$ cat config.mk
export PLATFORM = sky130hd
export DESIGN_NAME = fft_frame_loader
export DESIGN_NICKNAME = d
export VERILOG_FILES = /design/src/rtl/fft_frame_loader.sv
export SDC_FILE = /design/constraint.sdc
export NUM_CORES = 1
export LEC_CHECK = 0
export BUFFER_PORTS_ARGS = -buffer_cell sky130_fd_sc_hd__buf_2
export CAP_MARGIN = 10
export CORE_AREA = 2 2 251 253
export CTS_CLUSTER_DIAMETER = 30
export CTS_CLUSTER_SIZE = 10
export DETAILED_ROUTE_END_ITERATION = 7
export DIE_AREA = 0 0 253 255
export PLACE_DENSITY = 0.75
export SYNTH_ARGS = -nofsm -noshare
export SYNTH_HDL_FRONTEND = slang
export SYNTH_SLANG_ARGS = --single-unit
$ cat constraint.sdc
create_clock -name clk -period 2.7 [get_ports clk]
set_input_delay 0.135 -clock clk [delete_from_list [all_inputs] [get_ports clk]]
set_output_delay 0.135 -clock clk [all_outputs]
set_load 0.005 [all_outputs]
$ cat src/rtl/fft_frame_loader.sv
// fft_frame_loader
// Streaming-to-frame input stage for fft16_iterative. Samples arrive one per
// cycle on a valid/ready handshake and are assembled into N-sample frames in
// a ping-pong pair of banks. A completed frame is presented in parallel to
// the FFT with its mode bit, launched with a one-cycle start pulse, and held
// stable until the FFT reports done. The other bank fills meanwhile.
//
// Ports
//   clk, rst            clock, synchronous active-high reset
//   s_valid/s_ready     sample handshake
//   s_real/s_imag       signed sample, DATA_W bits each
//   s_mode              0 = FFT, 1 = IFFT; taken from the first sample of a frame
//   frame_real/imag     presented frame (natural order), to the FFT data inputs
//   fft_mode            mode of the presented frame
//   fft_start           one-cycle launch pulse
//   fft_done            FFT completion, level or pulse (rising edge used)
//   busy                a frame is launched and awaiting fft_done
module fft_frame_loader #(
    parameter int N      = 16,
    parameter int DATA_W = 12
) (
    input  logic                     clk,
    input  logic                     rst,
    input  logic                     s_valid,
    output logic                     s_ready,
    input  logic signed [DATA_W-1:0] s_real,
    input  logic signed [DATA_W-1:0] s_imag,
    input  logic                     s_mode,
    output logic signed [DATA_W-1:0] frame_real [0:N-1],
    output logic signed [DATA_W-1:0] frame_imag [0:N-1],
    output logic                     fft_mode,
    output logic                     fft_start,
    input  logic                     fft_done,
    output logic                     busy
);
    localparam int IDX_W = (N > 1) ? $clog2(N) : 1;

    typedef enum logic [1:0] {IDLE, LAUNCH, WAIT} state_t;
    state_t state, state_nxt;

    logic signed [DATA_W-1:0] bank_re [0:1][0:N-1];
    logic signed [DATA_W-1:0] bank_im [0:1][0:N-1];
    logic [1:0]       bank_mode;
    logic [1:0]       full;
    logic             wr_bank;
    logic             rd_bank;
    logic [IDX_W-1:0] wr_idx;
    logic             done_q;
    logic             wr_fire;
    logic             wr_last;
    logic             release_bank;

    // Purely registered: no combinational path from s_valid to s_ready.
    assign s_ready = !full[wr_bank];
    assign wr_fire = s_valid && s_ready;
    assign wr_last = (wr_idx == IDX_W'(N - 1));

    // Write side: sample storage, per-bank mode and fill pointer.
    always_ff @(posedge clk) begin
        if (rst) begin
            for (int b = 0; b < 2; b++) begin
                for (int i = 0; i < N; i++) begin
                    bank_re[b][i] <= '0;
                    bank_im[b][i] <= '0;
                end
            end
            bank_mode <= '0;
            wr_bank   <= 1'b0;
            wr_idx    <= '0;
        end else if (wr_fire) begin
            bank_re[wr_bank][wr_idx] <= s_real;
            bank_im[wr_bank][wr_idx] <= s_imag;
            if (wr_idx == '0)
                bank_mode[wr_bank] <= s_mode;
            if (wr_last) begin
                wr_idx  <= '0;
                wr_bank <= !wr_bank;
            end else begin
                wr_idx <= wr_idx + IDX_W'(1);
            end
        end
    end

    // Full flags: the write side sets, the read side clears. They can act in
    // the same cycle only on different banks, so per-bank priority is moot.
    always_ff @(posedge clk) begin
        if (rst) begin
            full <= '0;
        end else begin
            for (int b = 0; b < 2; b++) begin
                if (wr_fire && wr_last && (wr_bank == 1'(b)))
                    full[b] <= 1'b1;
                else if (release_bank && (rd_bank == 1'(b)))
                    full[b] <= 1'b0;
            end
        end
    end

    // Read side: launch FSM state, presented bank and done edge detector.
    always_ff @(posedge clk) begin
        if (rst) begin
            state   <= IDLE;
            rd_bank <= 1'b0;
            done_q  <= 1'b0;
        end else begin
            state  <= state_nxt;
            done_q <= fft_done;
            if (release_bank)
                rd_bank <= !rd_bank;
        end
    end

    // Release needs a fresh rising edge of done, so a done level left high
    // from the previous frame cannot release the one just launched.
    always_comb begin
        state_nxt    = state;
        fft_start    = 1'b0;
        release_bank = 1'b0;
        case (state)
            IDLE:    if (full[rd_bank]) state_nxt = LAUNCH;
            LAUNCH: begin
                fft_start = 1'b1;
                state_nxt = WAIT;
            end
            WAIT: begin
                if (fft_done && !done_q) begin
                    release_bank = 1'b1;
                    state_nxt    = IDLE;
                end
            end
            default: state_nxt = IDLE;
        endcase
    end

    assign busy     = (state != IDLE);
    assign fft_mode = bank_mode[rd_bank];

    for (genvar i = 0; i < N; i++) begin : g_out
        assign frame_real[i] = bank_re[rd_bank][i];
        assign frame_imag[i] = bank_im[rd_bank][i];
    end

endmodule

==> impl_results.md <==
* Arrival @ worst endpoint at 2420 ps
* Drt drc at 0
* Core Footprint at 0.06216 mm^2
* Register area share after synthesis at 0.7355
* Max Clock Freq at 391.0 MHz
* Root Driver: clkbuf_16
* Post-synth EDFFs at 768
* Commonest register cell after synthesis: edfxtp_1
* Cell Area, Placed at 0.03496 mm^2
* YS warnings at 0
* Area of the die at 0.06452 mm^2
* CP max stage delay at 630 ps
* Worst min path class: input port to flop
* Synth async-reset ratio at 0
* Rows at 92
* Dpl hpwl at 65,300 um
* First-pass DRT Iterations at 5
* Post-synthesis cell type count at 51
* Fin nets at 2,525
* Place WS at 25.95 ps
* Final Slew Violations at 0
* Starting Density at 0.5105
* Max Cap Viol at 0
* Post-DR vias/cell at 5.897
* Final setup viols at 0
* Clock Skew at 25.06 ps
* Data required time at the worst endpoint at 2570 ps
* CP max FO at 91
* Area Overhead vs Synth at 25.30%
* Yosys reg bits at 782
* First DRT Iteration DRCs at 2,779
* Ports at 417
* Final WS setup at 142.2 ps
* Peak VDD IR at 697.0 uV
* Pwr/cell area at 823.0 mW/mm^2
* Synth Area per Inst at 16.20 um^2
* Clock transition at the registers of the reported paths at 50 ps
* CP Launch Type: flop
* Worst setup EP type: primary output
* Period utilization at 0.9473
* Syn nets at 1,994
* Largest net degree at the start of global routing at 92
* Util after Layout at 0.6397
* Vias in the first global route at 19,650
* Cell Area, Synth at 0.03174 mm^2
* Vias post-DR at 20,010
* Kind of critical path: flop to primary output
* CTS sink count at 782
* Critical-path top delay cell: dfxtp_4
* Cells along the critical path: buf_12 -> mux2_2 -> buf_2
* Post-Synthesis Cells at 1,959
* Largest family of logic cells by synthesized area: multiplexers
* WL/cell at 29.40 um
* Routed wire length at 99,770 um
* Leak at 15.76 nW
* Die width at 253 um
* GRT Overall Usage at 0.3082
* Final Hold Fails at 0
* CTS tree: yes
* Post-Synth XOR/XNOR Area at 0.0002760
* Input/output buffers at 416
* Congestion Overflow GR at 0
* Max-slew headroom at 0.3870
* Min Tclk post-route at 2558 ps
* Worst Hold Slack at 68.88 ps
* CTS Buffer Depth at 3
* Synth Area in Simple Gates at 0.09210
* Die Y at 255 um
* Total Power at 32.73 mW
* Num CTS Buffers at 131
* Synth Area in Compound Gates at 0.01072
* Status: complete, no violations
* Layout cells sized above 1 at 0.4400
* Post-DRT Antenna Nets at 0
* Worst-Skew Late Latency at 720 ps
* Design area at 0.03977 mm^2
* Final GP Congestion at 0.8847
* Placed insts at 3,130
* Final std cells w/o fill at 3,394
* Worst-Margin Slew at 907.1 ps
* Setup TNS Final at 0 ps
* Unrepaired setup endpoints after global routing: no
* H-tree depth at 4
* Multiplexer area fraction after synthesis at 0.1378
* Global-route wire length before repair at 138,400 um
* Synth Area in Adders at 0.002366
* Initial antenna violation count at 7
==> kinds of logic after synthesis <==
logic type | Yosys count
AND/OR/NAND/NOR | 608
AO/OA/AOI/OAI | 45
adder cells (fa/ha/maj) | 6
buffers and inverters | 129
multiplexers | 388
XOR/XNOR | 1
flip-flops | 782
==> repair_timing <==
action	4_1_cts	5_1_grt
endpoints found under the setup margin	15	166
buffers inserted	0	0
endpoints found under the hold margin	171	0
resized for setup	1	12
hold buffers	26	0
==> where the power goes <==
part | internal [mW] | switching (mW) | leakage, nW
Combinational | 0.498 | 1.03 | 5.55
Sequential | 14.0 | 0.222 | 8.04
Clock | 11.1 | 5.91 | 2.16
==> cell usage in the layout (no fill, tap or decap), drive strengths merged, types with 2 or more instances in the layout <==
cell / netlist / routed
dfxtp: 14 / 14
nand4: 4 / 4
clkinv: 0 / 39
mux2: 387 / 387
a21o: 14 / 14
nor3: 2 / 2
buf: 67 / 494
or3b: 2 / 2
ha: 6 / 6
clkbuf: 55 / 152
nor2b: 28 / 28
or2: 2 / 2
o32ai: 2 / 2
and2: 73 / 73
nor2: 299 / 299
nand2b: 3 / 3
nor3b: 2 / 2
o21ai: 3 / 3
nor4: 2 / 2
nand2: 98 / 98
bufinv: 0 / 19
a21oi: 5 / 5
inv: 7 / 20
and3: 77 / 77
dlygate4sd3: 0 / 26
clkinvlp: 0 / 13
a31o: 9 / 9
o21bai: 8 / 8
nand3: 8 / 8
edfxtp: 768 / 768
diode: 0 / 2
==> worst max-delay path: cells and delay by family, from the launching register on <==
family   cells  cell delay [ps]
flops        1              630
mux          1              430
buf+inv      2              570
==> sequential cells by signal (all words and copies together), names as in the netlist, named ones only <==
signal and count:
bank_im 384, wr_idx 4, state 2, done_q 1
rd_bank 1, wr_bank 1, bank_mode 2, full 2
bank_re 384
==> area by class of cell <==
class                      instances  area [um^2]
clock buffer                     152         3485
clock inverter                    84         1040
antenna                            2        5.005
tap                              799        999.7
fill                            4223        22390
sequential                       782        23350
multi-input combinational       1048         7782
inverter                           7        28.78
timing repair buffer             520         3078
==> per-layer routing <==
layer  routed length [um]  vias to the layer above  GRT usage
li1                     -                     8343          -
met1                35920                     9964     0.3984
met2                48260                     1508     0.4972
met3                12200                      193    0.09194
met4                 3336                        6     0.1119
met5                   43                        -          0
==> worst paths after layout <==
check,end,startpoint,slack (ps),cells past startpoint
worst max-delay path,frame_imag[74],flop,140,3
worst min-delay path,bank_im[0][11],s_imag[11],70,2
worst max register to register,bank_im[1][3],wr_idx[0],150,4
worst min register to register,bank_mode[1],bank_mode[1],480,2
==> cells in the mapped netlist (14+ instances only) <==
cell | instances | area (um^2)
a21o_1 | 14 | 105.1
and2_1 | 73 | 456.7
and3_1 | 77 | 481.7
buf_2 | 50 | 250.2
buf_6 | 14 | 157.7
clkbuf_1 | 52 | 195.2
dfxtp_1 | 14 | 280.3
edfxtp_1 | 768 | 23060
mux2_2 | 386 | 4347
nand2_1 | 98 | 367.9
nor2_1 | 289 | 1085
nor2b_1 | 28 | 175.2
No activity file was read; power rests on OpenSTA's default activity.
